[config.mk]
export PLATFORM = sky130hd
export DESIGN_NAME = rv32_mod_dext_wb_bridge
export DESIGN_NICKNAME = d
export VERILOG_FILES = /design/src/rtl/rv32_dext_pkg.sv /design/src/rtl/rv32_dext_req_buf.sv /design/src/rtl/rv32_mod_dext_wb_bridge.sv
export SDC_FILE = /design/constraint.sdc
export NUM_CORES = 1
export LEC_CHECK = 0
export ABC_CLOCK_PERIOD_IN_PS = 4100
export CORE_ASPECT_RATIO = 0.9
export CORE_UTILIZATION = 41
export DETAILED_ROUTE_END_ITERATION = 8
export PLACE_DENSITY = 0.78
export SYNTH_ARGS = -nofsm -noshare
export SYNTH_HDL_FRONTEND = slang
export SYNTH_HIERARCHICAL = 1
export SYNTH_SLANG_ARGS = --single-unit
[constraint.sdc]
create_clock -name clk -period 4.1 [get_ports clk]
set_clock_uncertainty 0.05 [all_clocks]
set_input_delay 0.41 -clock clk [delete_from_list [all_inputs] [get_ports clk]]
set_output_delay 0.41 -clock clk [all_outputs]
set_load 0.1 [all_outputs]
[src/rtl/rv32_dext_pkg.sv]
// rv32_dext_pkg: shared types and defaults for the dext-to-Wishbone bridge.
package rv32_dext_pkg;

    localparam int DEXT_TIMEOUT_DEFAULT = 64;

    typedef struct packed {
        logic        wr;
        logic [3:0]  be;
        logic [31:0] addr;
        logic [31:0] data;
    } dext_req_t;

    typedef enum logic [1:0] {
        IDLE,
        BUS,
        RESP
    } dext_state_e;

endpackage

[src/rtl/rv32_dext_req_buf.sv]
// rv32_dext_req_buf: active request slot feeding the bus plus one pending slot behind it.
module rv32_dext_req_buf
    import rv32_dext_pkg::*;
(
    input  logic      clk,
    input  logic      reset_n,
    input  logic      push,
    input  logic      pop,
    input  dext_req_t push_rec,
    output dext_req_t act_rec,
    output logic      pend_valid,
    output logic      overflow
);

    dext_req_t act_q, act_d, pend_q, pend_d;
    logic      act_v_q, act_v_d, pend_v_q, pend_v_d;

    always_comb begin
        act_d    = act_q;
        act_v_d  = act_v_q;
        pend_d   = pend_q;
        pend_v_d = pend_v_q;
        overflow = 1'b0;
        if (pop) begin
            // retiring the active slot: pending advances, a same-cycle push refills behind it
            act_d    = pend_v_q ? pend_q : (push ? push_rec : act_q);
            act_v_d  = pend_v_q || push;
            pend_d   = (pend_v_q && push) ? push_rec : pend_q;
            pend_v_d = pend_v_q && push;
        end else if (push) begin
            if (!act_v_q) begin
                act_d   = push_rec;
                act_v_d = 1'b1;
            end else if (!pend_v_q) begin
                pend_d   = push_rec;
                pend_v_d = 1'b1;
            end else begin
                overflow = 1'b1;
            end
        end
    end

    always_ff @(posedge clk or negedge reset_n) begin
        if (!reset_n) begin
            act_q    <= '0;
            act_v_q  <= 1'b0;
            pend_q   <= '0;
            pend_v_q <= 1'b0;
        end else begin
            act_q    <= act_d;
            act_v_q  <= act_v_d;
            pend_q   <= pend_d;
            pend_v_q <= pend_v_d;
        end
    end

    assign act_rec    = act_q;
    assign pend_valid = pend_v_q;

endmodule

[src/rtl/rv32_mod_dext_wb_bridge.sv]
// rv32_mod_dext_wb_bridge: dext port to Wishbone B4 classic master, one bus cycle in flight plus one pending.
// Build option RV32_DEXT_TIMEOUT_EN forces an error after TIMEOUT_CYCLES silent bus cycles.
module rv32_mod_dext_wb_bridge
    import rv32_dext_pkg::*;
#(
    parameter int TIMEOUT_CYCLES = DEXT_TIMEOUT_DEFAULT
) (
    input  logic        clk,
    input  logic        reset_n,
    input  logic        dext_req,
    input  logic        dext_wr,
    input  logic [3:0]  dext_be,
    input  logic [31:0] dext_addr,
    input  logic [31:0] dext_do,
    output logic        dext_ack,
    output logic        dext_err,
    output logic [31:0] dext_di,
    output logic        wb_cyc,
    output logic        wb_stb,
    output logic        wb_we,
    output logic [3:0]  wb_sel,
    output logic [31:0] wb_adr,
    output logic [31:0] wb_dat_o,
    input  logic [31:0] wb_dat_i,
    input  logic        wb_ack,
    input  logic        wb_err,
    output logic        proto_err
);

    dext_state_e state_q, state_d;
    dext_req_t   in_rec, act;
    logic        pend_valid, overflow, tmo, done, err_c;
    logic        ack_q, ack_d, err_q, err_d, proto_q, proto_d;
    logic [31:0] di_q, di_d;

    assign in_rec = '{wr: dext_wr, be: dext_be, addr: dext_addr, data: dext_do};

    rv32_dext_req_buf u_buf (
        .clk        (clk),
        .reset_n    (reset_n),
        .push       (dext_req),
        .pop        (state_q == RESP),
        .push_rec   (in_rec),
        .act_rec    (act),
        .pend_valid (pend_valid),
        .overflow   (overflow)
    );

`ifdef RV32_DEXT_TIMEOUT_EN
    localparam int CW = $clog2(TIMEOUT_CYCLES);
    logic [CW-1:0] cnt_q, cnt_d;

    always_comb cnt_d = (state_q == BUS) ? cnt_q + 1'b1 : '0;

    always_ff @(posedge clk or negedge reset_n) begin
        if (!reset_n) cnt_q <= '0;
        else          cnt_q <= cnt_d;
    end

    assign tmo = (state_q == BUS) && (cnt_q == CW'(TIMEOUT_CYCLES - 1));
`else
    localparam int unused_timeout = TIMEOUT_CYCLES;
    assign tmo = 1'b0;
`endif

    always_comb begin
        done    = (state_q == BUS) && (wb_ack || wb_err || tmo);
        err_c   = wb_err || (tmo && !wb_ack);
        state_d = (state_q == IDLE) ? (dext_req ? BUS : IDLE) :
                  (state_q == BUS)  ? (done ? RESP : BUS) :
                  ((pend_valid || dext_req) ? BUS : IDLE);
        ack_d   = done && !err_c;
        err_d   = done && err_c;
        di_d    = done ? ((!err_c && !act.wr) ? wb_dat_i : '0) : di_q;
        proto_d = proto_q || overflow;
    end

    always_ff @(posedge clk or negedge reset_n) begin
        if (!reset_n) begin
            state_q <= IDLE;
            ack_q   <= 1'b0;
            err_q   <= 1'b0;
            di_q    <= '0;
            proto_q <= 1'b0;
        end else begin
            state_q <= state_d;
            ack_q   <= ack_d;
            err_q   <= err_d;
            di_q    <= di_d;
            proto_q <= proto_d;
        end
    end

    assign wb_cyc    = (state_q == BUS);
    assign wb_stb    = wb_cyc;
    assign wb_we     = act.wr;
    assign wb_sel    = act.be;
    assign wb_adr    = act.addr;
    assign wb_dat_o  = act.data;
    assign dext_ack  = ack_q;
    assign dext_err  = err_q;
    assign dext_di   = di_q;
    assign proto_err = proto_q;

endmodule

# After elaboration in Yosys (flattened, before gate mapping)
# Index checks and enable logic that the tools add are counted.
# word_totals
regBits	177
elab_cells	62
# classes
eq_ne	5
n_mux	25
reduce_logical	17
# op_table
operator	count
$mux W69	10
$mux W32	1
$mux W1	11
$mux W2	3
$reduce_bool A2 Y1	3
$logic_and A1 B1 Y1	5
$ne A2 B1 Y1 const B	2
$reduce_and A4 Y1	1
$logic_or A1 B1 Y1	3
$reduce_and A3 Y1	1
$eq A2 B1 Y1 const B	1
$eq A2 B2 Y1 const B	1
$logic_not A1 Y1	2
$logic_not A2 Y1	1
$ne A2 B2 Y1 const B	1
$reduce_and A2 Y1	1

# Logic depth before layout (Yosys ltp)
# Gate-level depths: netlist of the first run.
# depth
ltp_word	5
depth_mapped	7
ltp_nobuf	4

# Cells and area by module
# Netlist of the first run, hierarchy kept.
# modules_own_cells
module	n_inst	cells_per_inst	area_per_inst_um2
rv32_dext_req_buf	1	635	7514.7
rv32_mod_dext_wb_bridge	1	162	1644.1

# Worst setup path after synthesis of the first run
# OpenSTA, ideal clock, no wires.
# synth_timing
path_type	reg-to-output
start	register state_q[1]
end	output wb_stb
t_arrival_ps	1381
required_ps	3640
setup_slack_ps	2259
path_stages_with_launch	5
path_buffers	2
path_cell_list	dfrtp_1 > nand2b_4 > buf_6 > inv_2 > buf_4
# synth_between
elab_chain_cells	1
# synth_rtl
element	line	rtl
start, declared	rv32_mod_dext_wb_bridge.sv:30	dext_state_e state_q, state_d;
start signal, assigned	rv32_mod_dext_wb_bridge.sv:86	state_q <= state_d;
$eq A2 B1 Y1	rv32_mod_dext_wb_bridge.sv:94	assign wb_cyc = (state_q == BUS);
end, declared	rv32_mod_dext_wb_bridge.sv:19	output logic wb_stb,
# Every way passes these cells.

# Worst setup path in the final report of the first run
# Ends and elaborated chain as after synthesis.

==> results of run 1 <==
## registers in the layout (all words and copies together), names as in the netlist
register,flops
proto_err,1
u_buf/pend_valid,1
u_buf/pend_q,69
dext_ack,1
dext_err,1
u_buf/act_rec,69
state_q,2
dext_di,32
u_buf/act_v_q,1
## layout by cell type, fill, tap and decap left out, types with 2 or more instances in the layout
| cell | instances |
|---|---|
| a211oi_1 | 69 |
| a21oi_1 | 5 |
| buf_4 | 14 |
| clkbuf_16 | 17 |
| clkbuf_8 | 3 |
| clkdlybuf4s50_1 | 209 |
| clkinv_2 | 3 |
| clkinv_4 | 2 |
| clkinvlp_4 | 2 |
| dfrtp_1 | 177 |
| inv_2 | 3 |
| inv_6 | 3 |
| mux2_2 | 82 |
| mux2_4 | 56 |
| nand2_1 | 33 |
| nor2_1 | 69 |
| nor3_1 | 2 |
| o21ai_0 | 7 |
| o21ai_1 | 26 |
| o22ai_1 | 69 |
| o31ai_1 | 32 |
| o32ai_1 | 67 |
## metrics by stage
stage                     cells  hold WS (ns)  util, %
final                      1260      -0.00303     54.6
after global routing       1260        0.0537     54.6
after CTS                  1260        0.0450     54.6
after detailed placement   1229         0.406     52.0
after global placement     1229         0.408     52.0
after floorplan             797        0.0644        -
## cells by family (layout without fill, tap and decap cells)
logic type / count (synthesis) / after routing / share of synthesized area, %
buf+inv: 89 / 261 / 5.42
flops: 177 / 177 / 48.4
mux: 138 / 138 / 19.3
compound gates: 277 / 277 / 21.7
simple gates: 116 / 116 / 5.23
## cell type report
type	instances	area (um^2)
clock buffer	20	467
clock inverter	11	104
fill	1896	9870
inverter	4	15.0
multi-input combinational	531	4280
sequential	177	4430
tap	291	364
timing repair buffer	226	2230
## worst max path at each step
stage	from	endpoint	cells after the start
after floorplan	state_q[1]	wb_stb	4
after global placement	dext_req	u_buf/act_rec[18]	6
after detailed placement	dext_req	u_buf/act_rec[19]	6
after CTS	state_q[1]	wb_stb	3
after global routing	state_q[1]	wb_stb	3
final	state_q[1]	wb_stb	3
## per-layer routing
layer	GRT usage [%]	part of all wire [%]
met5	0	0
met4	4.76	0.61
met3	4.39	5.0
met2	34.8	48
met1	28.3	46
==> results by group, run 1 <==
Yosys
  – Mapped cell area: 0.00916 mm^2
  – Asr flop ratio synth: 100%
  – Synth Flop Type: dfrtp_1
  – Post-synth top cells: dfrtp_1 (177), mux2_2 (82), nor2_1 (70)
  – Top-count cell post-synth: dfrtp_1
  – Gate Count Post-Synth: about 800
  – Sequential fraction of the synthesis area: 48.4%
  – Largest cells by area after synthesis: dfrtp_1 (48%), mux2_2 (10%), mux2_4 (9.2%), o32ai_1 (6.4%), a211oi_1 (5.7%)
  – Number of synthesized flops with an enable pin: 0
  – Leading area contributor after synthesis: dfrtp_1
  – Synth Net Count: roughly 900
  – Library cells used by synthesis: 31
  – Synth top area share: around half
  – Mean Syn Cell Area: about 11 um^2
  – Yosys warns: 6
  – Register bit total from synthesis: 177

Run status
  – Violated checks: hold timing
  – Run status: finished, violations left

Setup path
  – Kind of end point of the critical path: primary output
  – CP required: 3.64 ns
  – Critical Path AT: 2.61 ns
  – Worst setup path class: reg2out
  – Worst-path cell chain: nand2b_4, inv_2, clkdlybuf4s50_1
  – Worst R2R Path Depth: 5
  – Worst path bufs/invs: 2
  – CP Launch Type: flop
  – Worst Path Max Fanout: 68
  – Largest stage delay, worst path: 1.16 ns
  – R2R setup slack: 1.56 ns
  – Reg2reg end: u_buf/pend_q[15]
  – Top delay family on crit path: buffers and inverters
  – Worst R2R Start: state_q[0]
  – Max stage delay cell, worst path: clkdlybuf4s50_1

Place
  – DP HPWL: between 10,000 and 15,000 um
  – Number of port buffers: between 200 and 250
  – Placed Area: 0.0113 mm^2
  – Routability congestion estimate: 0.750
  – Pre-CTS WS: 1.30 ns

Timing
  – Slew margin rel.: between 30 and 40%
  – Fmax: 0.326 GHz
  – Final worst slack: between 1 and 1.5 ns
  – RSZ-0062 raised after global routing: false
  – Worst-margin pin slew: 1.04 ns
  – Tcrit/Tclk final: about three quarters
  – Sum Neg Setup Slack: 0 ns
  – Post-route minimum period: about 3.1 ns
  – Fin. Hold Viols: 1
  – Final setup fails: 0
  – Worst hold margin: -0.00303 ns
  – Slew Limit Fails: 0

Clocking
  – Clock sink total: 177
  – Worst skew pair latency: 0.41 ns
  – TritonCTS clock tree: yes
  – Clock root cell: clkbuf_16
  – Clock Pin Slew Worst Setup and Hold Paths: 0.07 ns
  – Clock Tree Buf Depth: 2
  – Cts hold-fix bufs: 0
  – Total CTS buffers: 17
  – Number of H-tree levels: 4
  – Postcts setup bufs: 0
  – Post_cts resized: 0

Global route
  – Largest net degree at the start of global routing: 87
  – Global-route usage over all layers: a little over a fifth
  – Antenna violations before repair: 0
  – Total gr overflow: 0
  – First-pass GRT wire length: 38,600 um
  – Vias in the first global route: between 7,000 and 8,000

Flow run
  – Max Cap Viol: 0

Route
  – Drt total wl: between 20,000 and 25,000 um
  – DRT iter0 DRCs: 402
  – DRT antenna net count: 0
  – Drt pass-1 iters: 4
  – Final routed DRC violation total: 0
  – Wirelength per Cell: 18.9 um
  – Via/cell ratio: 5.75
  – DR vias: 7,247

Die
  – Num ports: 212
  – Initial Utilization: 42.1%
  – Core area: between 0.02 and 0.025 mm^2
  – Die height: 144 um
  – Die Width: 160 um
  – # rows: 51
  – DIE AREA: 0.0229 mm^2

Hold path
  – Hold crit path type: in2async

Finish
  – # diodes: 0
  – Layout net count: 1,063
  – Layout cells sized above 1: 20.4%
  – Area growth syn-to-layout: 29.8%
  – Finished layout cell area: 0.0119 mm^2
Power of run 1 is not shown: default switching activity piles up to over one toggle a cycle in this logic, so the estimate is an artifact.
==> run 2: changes to the inputs <==
--- a/config.mk
+++ b/config.mk
@@ -5,11 +5,11 @@
 export SDC_FILE = /design/constraint.sdc
 export NUM_CORES = 1
 export LEC_CHECK = 0
-export ABC_CLOCK_PERIOD_IN_PS = 4100
+export ABC_CLOCK_PERIOD_IN_PS = 2800
 export CORE_ASPECT_RATIO = 0.9
 export CORE_UTILIZATION = 41
 export DETAILED_ROUTE_END_ITERATION = 8
-export PLACE_DENSITY = 0.78
+export PLACE_DENSITY = 0.8
 export SYNTH_ARGS = -nofsm -noshare
 export SYNTH_HDL_FRONTEND = slang
 export SYNTH_HIERARCHICAL = 1
==> constraint.sdc (replaced) <==
create_clock -name clk -period 2.8 [get_ports clk]
set_clock_uncertainty 0.05 [all_clocks]
set_input_delay 0.28 -clock clk [delete_from_list [all_inputs] [get_ports clk]]
set_output_delay 0.28 -clock clk [all_outputs]
set_load 0.1 [all_outputs]
==> run 2 against run 1 <==
  * The run now ends clean
  * Register-to-register slack got worse by 1.1 ns
  * Sequential share of layout area up 0.13 points
  * Flip-flop and latch count is the same
  * Die area unchanged
  * Clock-buffer cell count down 3
  * Critical path depth up 2
  * Wire length about the same
  * Via count increased by 1.9%
  * Critical endpoint is now u_buf/act_rec[51]
==> results by group, run 2 (synthesized netlist as in run 1, its figures left out) <==
Route
  – Wirelength per Cell: 18.7 um (was 18.9 um)
  – Via/cell ratio: 5.81 (was 5.75)
  – Drt pass-1 iters: 5 (was 4)
  – DR vias: 7,385 (was 7,247)
  – DRT iter0 DRCs: 492 (was 402)
  – Drt total wl: 23,700 um (was 23,800 um)
  – DRT antenna net count: 0 (unchanged)
  – Final routed DRC violation total: 0 (unchanged)

Finish
  – Commonest cells after routing, fill and taps aside: dfrtp_1 (177), buf_4 (116), clkdlybuf4s50_1 (103), mux2_2 (82) (was clkdlybuf4s50_1 (209), dfrtp_1 (177), mux2_2 (82))
  – Most common cell after layout, fill and taps aside: dfrtp_1 (was clkdlybuf4s50_1)
  – Layout net count: 1,071 (was 1,063)
  – Area growth syn-to-layout: 29.4% (was 29.8%)
  – Fillers: 1,848 (was 1,896)
  – Core Util, Final: 54.5% (was 54.6%)
  – Final Instance Count excl. Fillers: 1,270 (was 1,260)
  – Layout cells sized above 1: 31.9% (was 20.4%)

Die
  – Core area: 0.0218 mm^2 (unchanged)
  – Num ports: 212 (unchanged)
  – # rows: 51 (unchanged)
  – Die Width: 160 um (unchanged)
  – Die height: 144 um (unchanged)
  – Initial Utilization: 42.1% (unchanged)
  – DIE AREA: 0.0229 mm^2 (unchanged)

Place
  – Routability congestion estimate: 0.768 (was 0.750)
  – DP HPWL: 14,900 um (was 14,800 um)
  – Pre-CTS WS: 0.536 ns (was 1.30 ns)
  – Number of port buffers: 211 (unchanged)
  – Placed cell count: 1,236 (was 1,229)

Timing
  – Worst-margin pin slew: 0.682 ns (was 1.04 ns)
  – Fmax: 0.435 GHz
  – Final worst slack: 0.503 ns (was 1.03 ns)
  – Tcrit/Tclk final: 82.0%
  – Final setup fails: 0 (unchanged)
  – Fin. Hold Viols: 0 (was 1)
  – Slew margin rel.: 54.5% (was 30.2%)
  – Post-route minimum period: 2.30 ns
  – Slew Limit Fails: 0 (unchanged)
  – RSZ-0062 raised after global routing: false (unchanged)
  – Sum Neg Setup Slack: 0 ns (unchanged)

Clocking
  – Clock root cell: clkbuf_16 (unchanged)
  – Post_cts resized: 0 (unchanged)
  – TritonCTS clock tree: yes (unchanged)
  – Total CTS buffers: 17 (unchanged)
  – Clock Tree Buf Depth: 2 (unchanged)
  – Clock sink total: 177 (unchanged)
  – Number of H-tree levels: 4 (unchanged)
  – Clock Pin Slew Worst Setup and Hold Paths: 0.08 ns (was 0.07 ns)
  – Worst skew pair latency: 0.43 ns (was 0.41 ns)

Hold path
  – Hold depth: 3
  – Worst Hold End: u_buf/pend_q[27]
  – Hold Path Origin: dext_req
  – Hold crit path type: in2reg (was in2async)

Global route
  – Total gr overflow: 0 (unchanged)
  – Antenna violations before repair: 1 (was 0)
  – Global-route usage over all layers: 20.9% (was 21.0%)
  – Largest net degree at the start of global routing: 69 (was 87)
  – Vias in the first global route: 7,268 (was 7,144)
  – First-pass GRT wire length: 38,300 um (was 38,600 um)

Setup path
  – Worst R2R Start: state_q[0] (unchanged)
  – CP required: 3.07 ns (was 3.64 ns)
  – Worst Path Max Fanout: 30 (was 68)
  – Reg2reg end: u_buf/act_rec[51] (was u_buf/pend_q[15])
  – Worst R2R Path Depth: 5 (unchanged)
  – CP Launch Type: flop (unchanged)
  – Critical Path AT: 2.56 ns (was 2.61 ns)
  – Kind of end point of the critical path: flop (was primary output)
  – Worst setup path class: reg2reg (was reg2out)
  – R2R setup slack: 0.50 ns (was 1.56 ns)

Run status
  – Run status: finished, final reports clean (was finished, violations left)

Flow run
  – Max Cap Viol: 0 (unchanged)
run 2: layout make-up:
cell class                 instances  area, um^2  area share, %
clock inverter                    15         166           1.40
sequential                       177        4430           37.4
multi-input combinational        531        4280           36.1
clock buffer                      17         425           3.59
tap                              291         364           3.07
timing repair buffer             234        2170           18.3
antenna                            1        2.50         0.0211
inverter                           4        15.0          0.127
run 2: layer usage:
metal / part of all wire, % / global-route usage (%) / vias to the layer above
met4: 1.2 / 6.12 / 0
met3: 6.0 / 4.68 / 19
met5: 0 / 0 / -
met1: 44 / 27.3 / 3668
li1: - / - / 3417
met2: 49 / 34.7 / 281
run 2: through the flow:
step / instance area (um^2) / hold slack (ns)
3_3_place_gp: 11200 / 0.291
4_1_cts: 11800 / 0.292
2_1_floorplan: 9160 / -0.0656
5_1_grt: 11800 / 0.318
3_5_place_dp: 11200 / 0.289
6_report: 11800 / 0.324
run 2: worst max-delay path by stage:
stage	slack (ns)	cells past startpoint	start	to
floorplan	1.03	6	state_q[0]	u_buf/act_rec[0]
global placement	0.58	5	state_q[0]	u_buf/act_rec[7]
detailed placement	0.54	5	state_q[0]	u_buf/act_rec[15]
CTS	0.51	5	state_q[0]	u_buf/act_rec[1]
global route	0.39	5	state_q[0]	u_buf/act_rec[1]
finish	0.50	5	state_q[0]	u_buf/act_rec[51]
run 2: repair_timing:
| action | 4_1_cts | 5_1_grt |
|---|---|---|
| endpoints found under the hold margin | 65 | 0 |
| buffers inserted | 0 | 0 |
| hold buffers | 1 | 0 |
run 2: critical path, cell delays in order (launching register included):
cell and delay [ns]:
dfrtp_1 0.41, nor2b_1 0.41, nand2_4 0.40, buf_12 0.31, mux2_4 0.30, mux2_2 0.26
Power of run 2 is left out for the same reason.
